--- config.mk ---
export PLATFORM = sky130hd
export DESIGN_NAME = ber_meter
export DESIGN_NICKNAME = d
export VERILOG_FILES = /design/src/rtl/ber_meter.sv
export SDC_FILE = /design/constraint.sdc
export NUM_CORES = 1
export LEC_CHECK = 0
export ABC_AREA = 1
export CORE_UTILIZATION = 44
export CTS_CLUSTER_SIZE = 24
export DETAILED_ROUTE_END_ITERATION = 8
export HOLD_SLACK_MARGIN = 0.05
export PLACE_DENSITY = 0.63
export RECOVER_POWER = 50
export SYNTH_ARGS = -nofsm -noshare
export SYNTH_HDL_FRONTEND = slang
export SYNTH_SLANG_ARGS = --single-unit
export TNS_END_PERCENT = 10
--- constraint.sdc ---
create_clock -name clock -period 4.6 [get_ports clock]
set_clock_uncertainty 0.2 [all_clocks]
set_input_delay 0.92 -clock clock [delete_from_list [all_inputs] [get_ports clock]]
set_output_delay 0.92 -clock clock [all_outputs]
set_load 0.01 [all_outputs]
--- src/rtl/ber_meter.sv ---
// ber_meter: bit-error-rate meter that compares slicer symbols with a local PRBS
// reference. It searches every candidate channel delay, locks to the best one,
// counts bits and errors, and re-aligns after loss of lock.
// Optional feature macro: BER_MANUAL_DELAY_EN adds i_manual / i_delay_man, which
// force the lock delay instead of taking it from the search.
module ber_meter #(
  parameter int BUFFER    = 16,
  parameter int SYM_BITS  = 2,
  parameter int ALIGN_LEN = 32,
  parameter int LOSS_TH   = 8,
  parameter int CNT_W     = 32
) (
  input  logic                       clock,
  input  logic                       i_reset,
  input  logic                       i_enable,
  input  logic                       i_valid,
  input  logic                       i_clear,
  input  logic [SYM_BITS-1:0]        i_prbs,
  input  logic [SYM_BITS-1:0]        i_slicer,
`ifdef BER_MANUAL_DELAY_EN
  input  logic                       i_manual,
  input  logic [$clog2(BUFFER)-1:0]  i_delay_man,
`endif
  output logic [$clog2(BUFFER)-1:0]  o_delay,
  output logic                       o_locked,
  output logic                       o_lost,
  output logic                       o_sat,
  output logic [CNT_W-1:0]           o_bit_cnt,
  output logic [CNT_W-1:0]           o_err_cnt
);

  localparam int DLY_W = $clog2(BUFFER);
  localparam int LEN_W = $clog2(ALIGN_LEN);
  localparam int ACC_W = $clog2(ALIGN_LEN * SYM_BITS + 1);
  localparam int SE_W  = $clog2(SYM_BITS + 1);

  typedef enum logic [1:0] {S_FILL, S_SEARCH, S_LOCK} state_t;

  state_t              state_q, state_d;
  logic [DLY_W-1:0]    fill_q, fill_d;
  logic [DLY_W-1:0]    try_q, try_d;
  logic [DLY_W-1:0]    best_dly_q, best_dly_d;
  logic [DLY_W-1:0]    delay_q, delay_d;
  logic [LEN_W-1:0]    len_q, len_d;        // symbol index in trial / monitor window
  logic [ACC_W-1:0]    acc_q, acc_d;        // errors in trial / monitor window
  logic [ACC_W-1:0]    best_err_q, best_err_d;
  logic                locked_q, locked_d;
  logic                lost_q, lost_d;
  logic                sat_q, sat_d;
  logic [CNT_W-1:0]    bit_q, bit_d;
  logic [CNT_W-1:0]    err_q, err_d;

  logic [SYM_BITS-1:0] hist_q [BUFFER-1];   // hist_q[j] = reference j+1 symbols ago
  logic [SYM_BITS-1:0] hist   [BUFFER];     // hist[k]   = reference k symbols ago

  logic                sym_ev;
  logic [DLY_W-1:0]    sel;
  logic [SYM_BITS-1:0] diff;
  logic [SE_W-1:0]     sym_err;
  logic [ACC_W-1:0]    acc_sum;
  logic                win_end;
  logic [CNT_W:0]      bit_next;
  logic                man_go;
  logic [DLY_W-1:0]    man_dly;
  logic                do_lock;
  logic [DLY_W-1:0]    lock_dly;
  logic [ACC_W-1:0]    nb_err;
  logic [DLY_W-1:0]    nb_dly;

`ifdef BER_MANUAL_DELAY_EN
  assign man_go  = i_manual;
  assign man_dly = i_delay_man;
`else
  assign man_go  = 1'b0;
  assign man_dly = '0;
`endif

  assign sym_ev   = i_enable & i_valid;
  assign sel      = (state_q == S_LOCK) ? delay_q : try_q;
  assign diff     = i_slicer ^ hist[sel];
  assign acc_sum  = acc_q + ACC_W'(sym_err);
  assign win_end  = (len_q == LEN_W'(ALIGN_LEN - 1));
  assign bit_next = {1'b0, bit_q} + (CNT_W + 1)'(SYM_BITS);

  // Reference history view: tap 0 is the live input, older taps come from the register.
  always_comb begin
    hist[0] = i_prbs;
    for (int k = 1; k < BUFFER; k++) hist[k] = hist_q[k-1];
  end

  // Symbol error count: popcount of the mismatching bits.
  always_comb begin
    sym_err = '0;
    for (int b = 0; b < SYM_BITS; b++) sym_err = sym_err + SE_W'(diff[b]);
  end

  // Next-state logic for FILL / SEARCH / LOCK, counters and flags.
  always_comb begin
    // NOTE: every signal gets its hold value first so no path can leave one unassigned (no latches).
    state_d    = state_q;
    fill_d     = fill_q;
    try_d      = try_q;
    best_dly_d = best_dly_q;
    best_err_d = best_err_q;
    delay_d    = delay_q;
    len_d      = len_q;
    acc_d      = acc_q;
    locked_d   = locked_q;
    lost_d     = lost_q;
    sat_d      = sat_q;
    bit_d      = bit_q;
    err_d      = err_q;
    do_lock    = 1'b0;
    lock_dly   = '0;
    nb_err     = best_err_q;
    nb_dly     = best_dly_q;

    if (i_clear) begin
      state_d    = S_FILL;
      fill_d     = '0;
      try_d      = '0;
      best_dly_d = '0;
      best_err_d = '1;
      delay_d    = '0;
      len_d      = '0;
      acc_d      = '0;
      locked_d   = 1'b0;
      lost_d     = 1'b0;
      sat_d      = 1'b0;
      bit_d      = '0;
      err_d      = '0;
    end else if (sym_ev) begin
      unique case (state_q)
        S_FILL: begin
          if (fill_q == DLY_W'(BUFFER - 1)) begin
            fill_d     = '0;
            try_d      = '0;
            best_err_d = '1;
            best_dly_d = '0;
            len_d      = '0;
            acc_d      = '0;
            if (man_go) begin
              do_lock  = 1'b1;
              lock_dly = man_dly;
            end else begin
              state_d = S_SEARCH;
            end
          end else begin
            fill_d = fill_q + 1'b1;
          end
        end

        S_SEARCH: begin
          if (man_go) begin
            do_lock  = 1'b1;
            lock_dly = man_dly;
          end else if (win_end) begin
            len_d = '0;
            acc_d = '0;
            if (acc_sum == '0) begin
              do_lock  = 1'b1;
              lock_dly = try_q;
            end else begin
              // Strict less-than keeps the lower delay on ties.
              if (acc_sum < best_err_q) begin
                nb_err = acc_sum;
                nb_dly = try_q;
              end
              best_err_d = nb_err;
              best_dly_d = nb_dly;
              if (try_q == DLY_W'(BUFFER - 1)) begin
                do_lock  = 1'b1;
                lock_dly = nb_dly;
              end else begin
                try_d = try_q + 1'b1;
              end
            end
          end else begin
            len_d = len_q + 1'b1;
            acc_d = acc_sum;
          end
        end

        S_LOCK: begin
          // Counters freeze for good once the next increment would overflow.
          if (!sat_q) begin
            if (bit_next > {1'b0, {CNT_W{1'b1}}}) begin
              sat_d = 1'b1;
            end else begin
              bit_d = bit_next[CNT_W-1:0];
              err_d = err_q + CNT_W'(sym_err);
            end
          end
          if (win_end) begin
            len_d = '0;
            acc_d = '0;
            if (acc_sum > ACC_W'(LOSS_TH)) begin
              lost_d = 1'b1;
              if (!man_go) begin
                // History is still valid, so re-search without refilling.
                state_d    = S_SEARCH;
                locked_d   = 1'b0;
                try_d      = '0;
                best_err_d = '1;
                best_dly_d = '0;
              end
            end
          end else begin
            len_d = len_q + 1'b1;
            acc_d = acc_sum;
          end
        end

        default: state_d = S_FILL;
      endcase

      if (do_lock) begin
        state_d  = S_LOCK;
        delay_d  = lock_dly;
        locked_d = 1'b1;
        len_d    = '0;
        acc_d    = '0;
      end
    end
  end

  // Control and counter registers with asynchronous reset.
  always_ff @(posedge clock or posedge i_reset) begin
    if (i_reset) begin
      state_q    <= S_FILL;
      fill_q     <= '0;
      try_q      <= '0;
      best_dly_q <= '0;
      best_err_q <= '1;
      delay_q    <= '0;
      len_q      <= '0;
      acc_q      <= '0;
      locked_q   <= 1'b0;
      lost_q     <= 1'b0;
      sat_q      <= 1'b0;
      bit_q      <= '0;
      err_q      <= '0;
    end else begin
      // NOTE: non-blocking assignments so every register samples the pre-edge values.
      state_q    <= state_d;
      fill_q     <= fill_d;
      try_q      <= try_d;
      best_dly_q <= best_dly_d;
      best_err_q <= best_err_d;
      delay_q    <= delay_d;
      len_q      <= len_d;
      acc_q      <= acc_d;
      locked_q   <= locked_d;
      lost_q     <= lost_d;
      sat_q      <= sat_d;
      bit_q      <= bit_d;
      err_q      <= err_d;
    end
  end

  // Reference shift register, advanced on each symbol event.
  // NOTE: no reset here on purpose; the contents are don't-care until FILL has
  // refilled them, so a plain register array is enough.
  always_ff @(posedge clock) begin
    if (sym_ev) begin
      hist_q[0] <= i_prbs;
      for (int k = 1; k < BUFFER - 1; k++) hist_q[k] <= hist_q[k-1];
    end
  end

  assign o_delay   = delay_q;
  assign o_locked  = locked_q;
  assign o_lost    = lost_q;
  assign o_sat     = sat_q;
  assign o_bit_cnt = bit_q;
  assign o_err_cnt = err_q;

endmodule

==> results of run 1 <==
what timing repair did:
item,CTS,global route
setup buffers,2,7
gates resized for setup,10,47
gates cloned,0,1
pin swaps,5,12
setup endpoints to repair,15,34
layout make-up:
type / instances / share of cell area
Clock buffer: 20 / 0.0472
Clock inverter: 12 / 0.0103
Inverter: 97 / 0.0373
Multi-Input combinational cell: 732 / 0.405
Sequential cell: 133 / 0.352
Tap cell: 225 / 0.0284
Timing Repair Buffer: 127 / 0.121
worst register-to-register path, delay by kind of cell, from the launching register on:
family	cells	cell delay (ns)
compound gates	6	0.70
xor+xnor	1	0.13
fa+ha+maj	5	0.90
buf+inv	9	0.85
flops	1	0.38
simple gates	15	1.11
worst paths after layout:
kind / from / to / slack, ns / depth (start not counted)
setup / recovery: state_q[0]$_DFFE_PP0P_ / o_delay[1]$_DFFE_PP0P_ / 0.20 / 36
hold / removal: hist_q[1][0]$_DFFE_PP_ / hist_q[1][2]$_DFFE_PP_ / 0.25 / 0
setup reg to reg: state_q[0]$_DFFE_PP0P_ / o_delay[1]$_DFFE_PP0P_ / 0.20 / 36
hold reg to reg: hist_q[1][0]$_DFFE_PP_ / hist_q[1][2]$_DFFE_PP_ / 0.25 / 0
max in group asynchronous: i_reset / o_locked$_DFFE_PP0P_ / 0.74 / 3
min in group asynchronous: i_reset / o_bit_cnt[20]$_DFFE_PP0P_ / 1.37 / 2
flip-flops by register name (all words and copies together), names as in the netlist:
signal      cells
state_q         2
len_q           5
o_delay         4
o_err_cnt      32
o_sat           1
try_q           4
o_bit_cnt      31
o_locked        1
o_lost          1
fill_q          4
best_err_q      7
hist_q         30
best_dly_q      4
acc_q           7
logic make-up (layout without fill, tap and decap cells):
logic type      Yosys count  after routing
compound gates          136            136
xor+xnor                 27             27
simple gates            549            549
flops                   133            133
fa+ha+maj                19             19
buf+inv                 126            256
other cells               1              1
stage by stage:
stage | util | setup TNS [ns]
CTS | 0.558 | 0
detailed placement | 0.522 | -4.94
global route | 0.573 | -0.452
finish | 0.573 | 0
floorplan | - | 0
global placement | 0.522 | -3.88
power by group:
| part | internal [uW] | switching [uW] | total, uW |
|---|---|---|---|
| logic | 583 | 730 | 1310 |
| clock network | 788 | 519 | 1310 |
| registers | 1330 | 98.5 | 1430 |
| total | 2700 | 1350 | 4050 |
layout by cell type (no fill, tap or decap), types with 4 or more instances in the layout:
master / n
sky130_fd_sc_hd__a21oi_1: 22
sky130_fd_sc_hd__a21oi_2: 6
sky130_fd_sc_hd__a31oi_1: 4
sky130_fd_sc_hd__buf_4: 41
sky130_fd_sc_hd__clkbuf_16: 19
sky130_fd_sc_hd__clkdlybuf4s50_1: 74
sky130_fd_sc_hd__clkinv_2: 6
sky130_fd_sc_hd__dfrtp_1: 96
sky130_fd_sc_hd__dfstp_2: 7
sky130_fd_sc_hd__dlygate4sd3_1: 4
sky130_fd_sc_hd__edfxtp_1: 30
sky130_fd_sc_hd__ha_1: 13
sky130_fd_sc_hd__ha_4: 6
sky130_fd_sc_hd__inv_1: 85
sky130_fd_sc_hd__inv_2: 7
sky130_fd_sc_hd__nand2_1: 250
sky130_fd_sc_hd__nand2_2: 29
sky130_fd_sc_hd__nand2_4: 7
sky130_fd_sc_hd__nand3_1: 63
sky130_fd_sc_hd__nand3_2: 5
sky130_fd_sc_hd__nand4_1: 39
sky130_fd_sc_hd__nor2_1: 99
sky130_fd_sc_hd__nor3_1: 28
sky130_fd_sc_hd__nor4_1: 8
sky130_fd_sc_hd__o21a_1: 5
sky130_fd_sc_hd__o21ai_0: 47
sky130_fd_sc_hd__o21ai_2: 21
sky130_fd_sc_hd__o31ai_1: 19
sky130_fd_sc_hd__xnor2_1: 11
sky130_fd_sc_hd__xor2_1: 16
per-layer routing:
metal | track usage | part of all wire | vias up
met5 | 0 | 0 | -
met3 | 0.0460 | 0.048 | 17
met1 | 0.311 | 0.48 | 3309
met4 | 0.0655 | 0.011 | 0
li1 | - | - | 3554
met2 | 0.350 | 0.46 | 150
==> impl_results.rst, run 1 <==
.. list-table::
   :header-rows: 1

   * - Metric
     - Value
   * - Initial Utilization
     - 0.451
   * - Post-layout nets
     - 1136
   * - Dominant combinational cell family by area after synthesis
     - simple AND/OR/NAND/NOR gates
   * - Endpoints failing setup
     - 0
   * - Highest achievable clock rate
     - 227 MHz
   * - FF+latch count, synth
     - 133
   * - CTS tree
     - yes
   * - Fill cell count
     - 1568
   * - Xor/xnor cell area share of the yosys netlist
     - 0.0303
   * - Worst hold slack
     - 0.248 ns
   * - Max-slew violation count
     - 84
   * - Weighted congestion at the end of routability-driven global placement
     - 0.861
   * - Slowest-stage cell, CP
     - sky130_fd_sc_hd__dfrtp_1
   * - Violated checks
     - capacitance limit, slew limit
   * - Combined buffer and inverter count along the critical path
     - 9
   * - Worst slack at placement
     - -0.385 ns
   * - First-pass DRT Iterations
     - 5
   * - Height of the die
     - 135 um
   * - Period utilisation layout
     - 0.957
   * - Leak pwr
     - 0.00413 uW
   * - Critical path data arrival time
     - 4.50 ns
   * - Post-DRT Antenna Nets
     - 0
   * - Class of the worst hold path
     - flop to flop
   * - RSZ-0062 raised after global routing
     - yes
   * - Hold buffer count at cts
     - 0
   * - Run status
     - finished with violations
   * - Critical path endpoint category
     - flop
   * - CTS buffer count
     - 17
   * - Library cell with the largest summed area after synthesis
     - sky130_fd_sc_hd__dfrtp_1
   * - Ys Warns
     - 0
   * - Storage cell area
     - 0.00349 mm^2
   * - Largest incremental delay on the critical path
     - 0.38 ns
   * - Finished layout cell area
     - 0.00992 mm^2
   * - First-pass GRT wire length
     - 32500 um
   * - Total Die Area
     - 0.0183 mm^2
   * - H-tree Lvls
     - 4
   * - Async SR Flop Fraction
     - 0.774
   * - Detailed placement HPWL
     - 13400 um
   * - Total power density per cell area
     - 408 mW/mm^2
   * - Floorplan die width
     - 135 um
   * - Footprint of the multi-input gates
     - 0.00401 mm^2
   * - Relative slew margins
     - -0.534
   * - Power after layout
     - 4050 uW
   * - Startpoint types
     - flop
   * - Clock insertion delay at the later pin of the skew report
     - 0.42 ns
   * - Clock transition at the registers of the reported paths
     - 0.06 ns
   * - Fraction of layout cells with a size suffix above 1
     - 0.164
   * - Avg Inst Size Synth
     - 7.87 um^2
   * - Most common cell type on the critical path
     - sky130_fd_sc_hd__nand2_1
   * - ANT cells
     - 0
   * - Share of synthesized cell area in full adder, half adder and majority cells
     - 0.0305
   * - Number of synthesized flops with an enable pin
     - 30
   * - Area overhead of the layout relative to synthesis
     - 27.1%
   * - Netlist Area Pre-Place
     - 0.00780 mm^2
   * - Most numerous cell in the Yosys netlist
     - sky130_fd_sc_hd__nand2_1
   * - Input/output buffers
     - 78
   * - Number of endpoints with negative hold slack in the final report
     - 0
   * - Cell types occupying the most area after synthesis
     - sky130_fd_sc_hd__dfrtp_1 (31%), sky130_fd_sc_hd__nand2_1 (13%), sky130_fd_sc_hd__edfxtp_1 (12%)
   * - Worst Setup Path Type
     - flop to flop
   * - Distinct cell type count of the synthesized netlist
     - 48
   * - Max clock buf depth
     - 2
   * - Smallest setup slack after layout
     - 0.197 ns
   * - Placed cell count
     - 1305
   * - DRT iter0 DRCs
     - 456
   * - Maximum number of pins on one net before global-route repair
     - 53
   * - Global-route congestion overflow total
     - 0
   * - Vias after detailed routing
     - 7030
   * - Post-layout minimum cycle time
     - 4.40 ns
   * - Via count normalized by instance count
     - 5.22
   * - Initial antenna violation count
     - 0
   * - # IOs
     - 80
   * - Row count
     - 48
   * - Post-place instance area
     - 0.00904 mm^2
   * - Share of cell area taken by muxes after synthesis
     - 0
   * - Total GRT Usage
     - 0.223
   * - Average detailed-routed wire length per instance
     - 14.6 um
   * - Simple-Gate Fraction of Synth Area
     - 0.315
   * - Cell family with the largest share of critical-path delay
     - simple AND/OR/NAND/NOR gates
   * - Critical Path RT
     - 4.70 ns
   * - DRC violations left
     - 0
   * - CTS Root Buffer Type
     - sky130_fd_sc_hd__clkbuf_16
   * - Sequential share of the synthesized area
     - 0.447
   * - Area of the core
     - 0.0173 mm^2
   * - Clock Sink Count
     - 133
   * - Max-cap check violation count
     - 2
   * - Cell types with the highest counts after synthesis
     - sky130_fd_sc_hd__nand2_1 (261), sky130_fd_sc_hd__nor2_1 (99), sky130_fd_sc_hd__dfrtp_1 (96)
   * - Area share of the leading cell type in the synthesized netlist
     - 0.308
   * - Wire length after detailed routing
     - 19700 um
   * - Number of instances in the synthesized netlist
     - 991
   * - Complex-gate fraction of the synthesized area
     - 0.110
   * - Peak VDD IR
     - 346 uV
   * - Ys flop type
     - sky130_fd_sc_hd__dfrtp_1
   * - Transition time of the tightest slew-check pin
     - 2.29 ns
   * - Critical path peak fanout
     - 6
   * - Number of global-route vias before repair
     - 6550
   * - Post-Synthesis Net Count
     - 1019
   * - Post-route insts no fill
     - 1346
No activity file was read; power rests on OpenSTA's default activity.
==> inputs of run 2 (changes only) <==
TNS_END_PERCENT = 100   (was 10)
==> results of run 2 <==
Same layout as run 1: the final DEF is identical, and so are final timing and power.
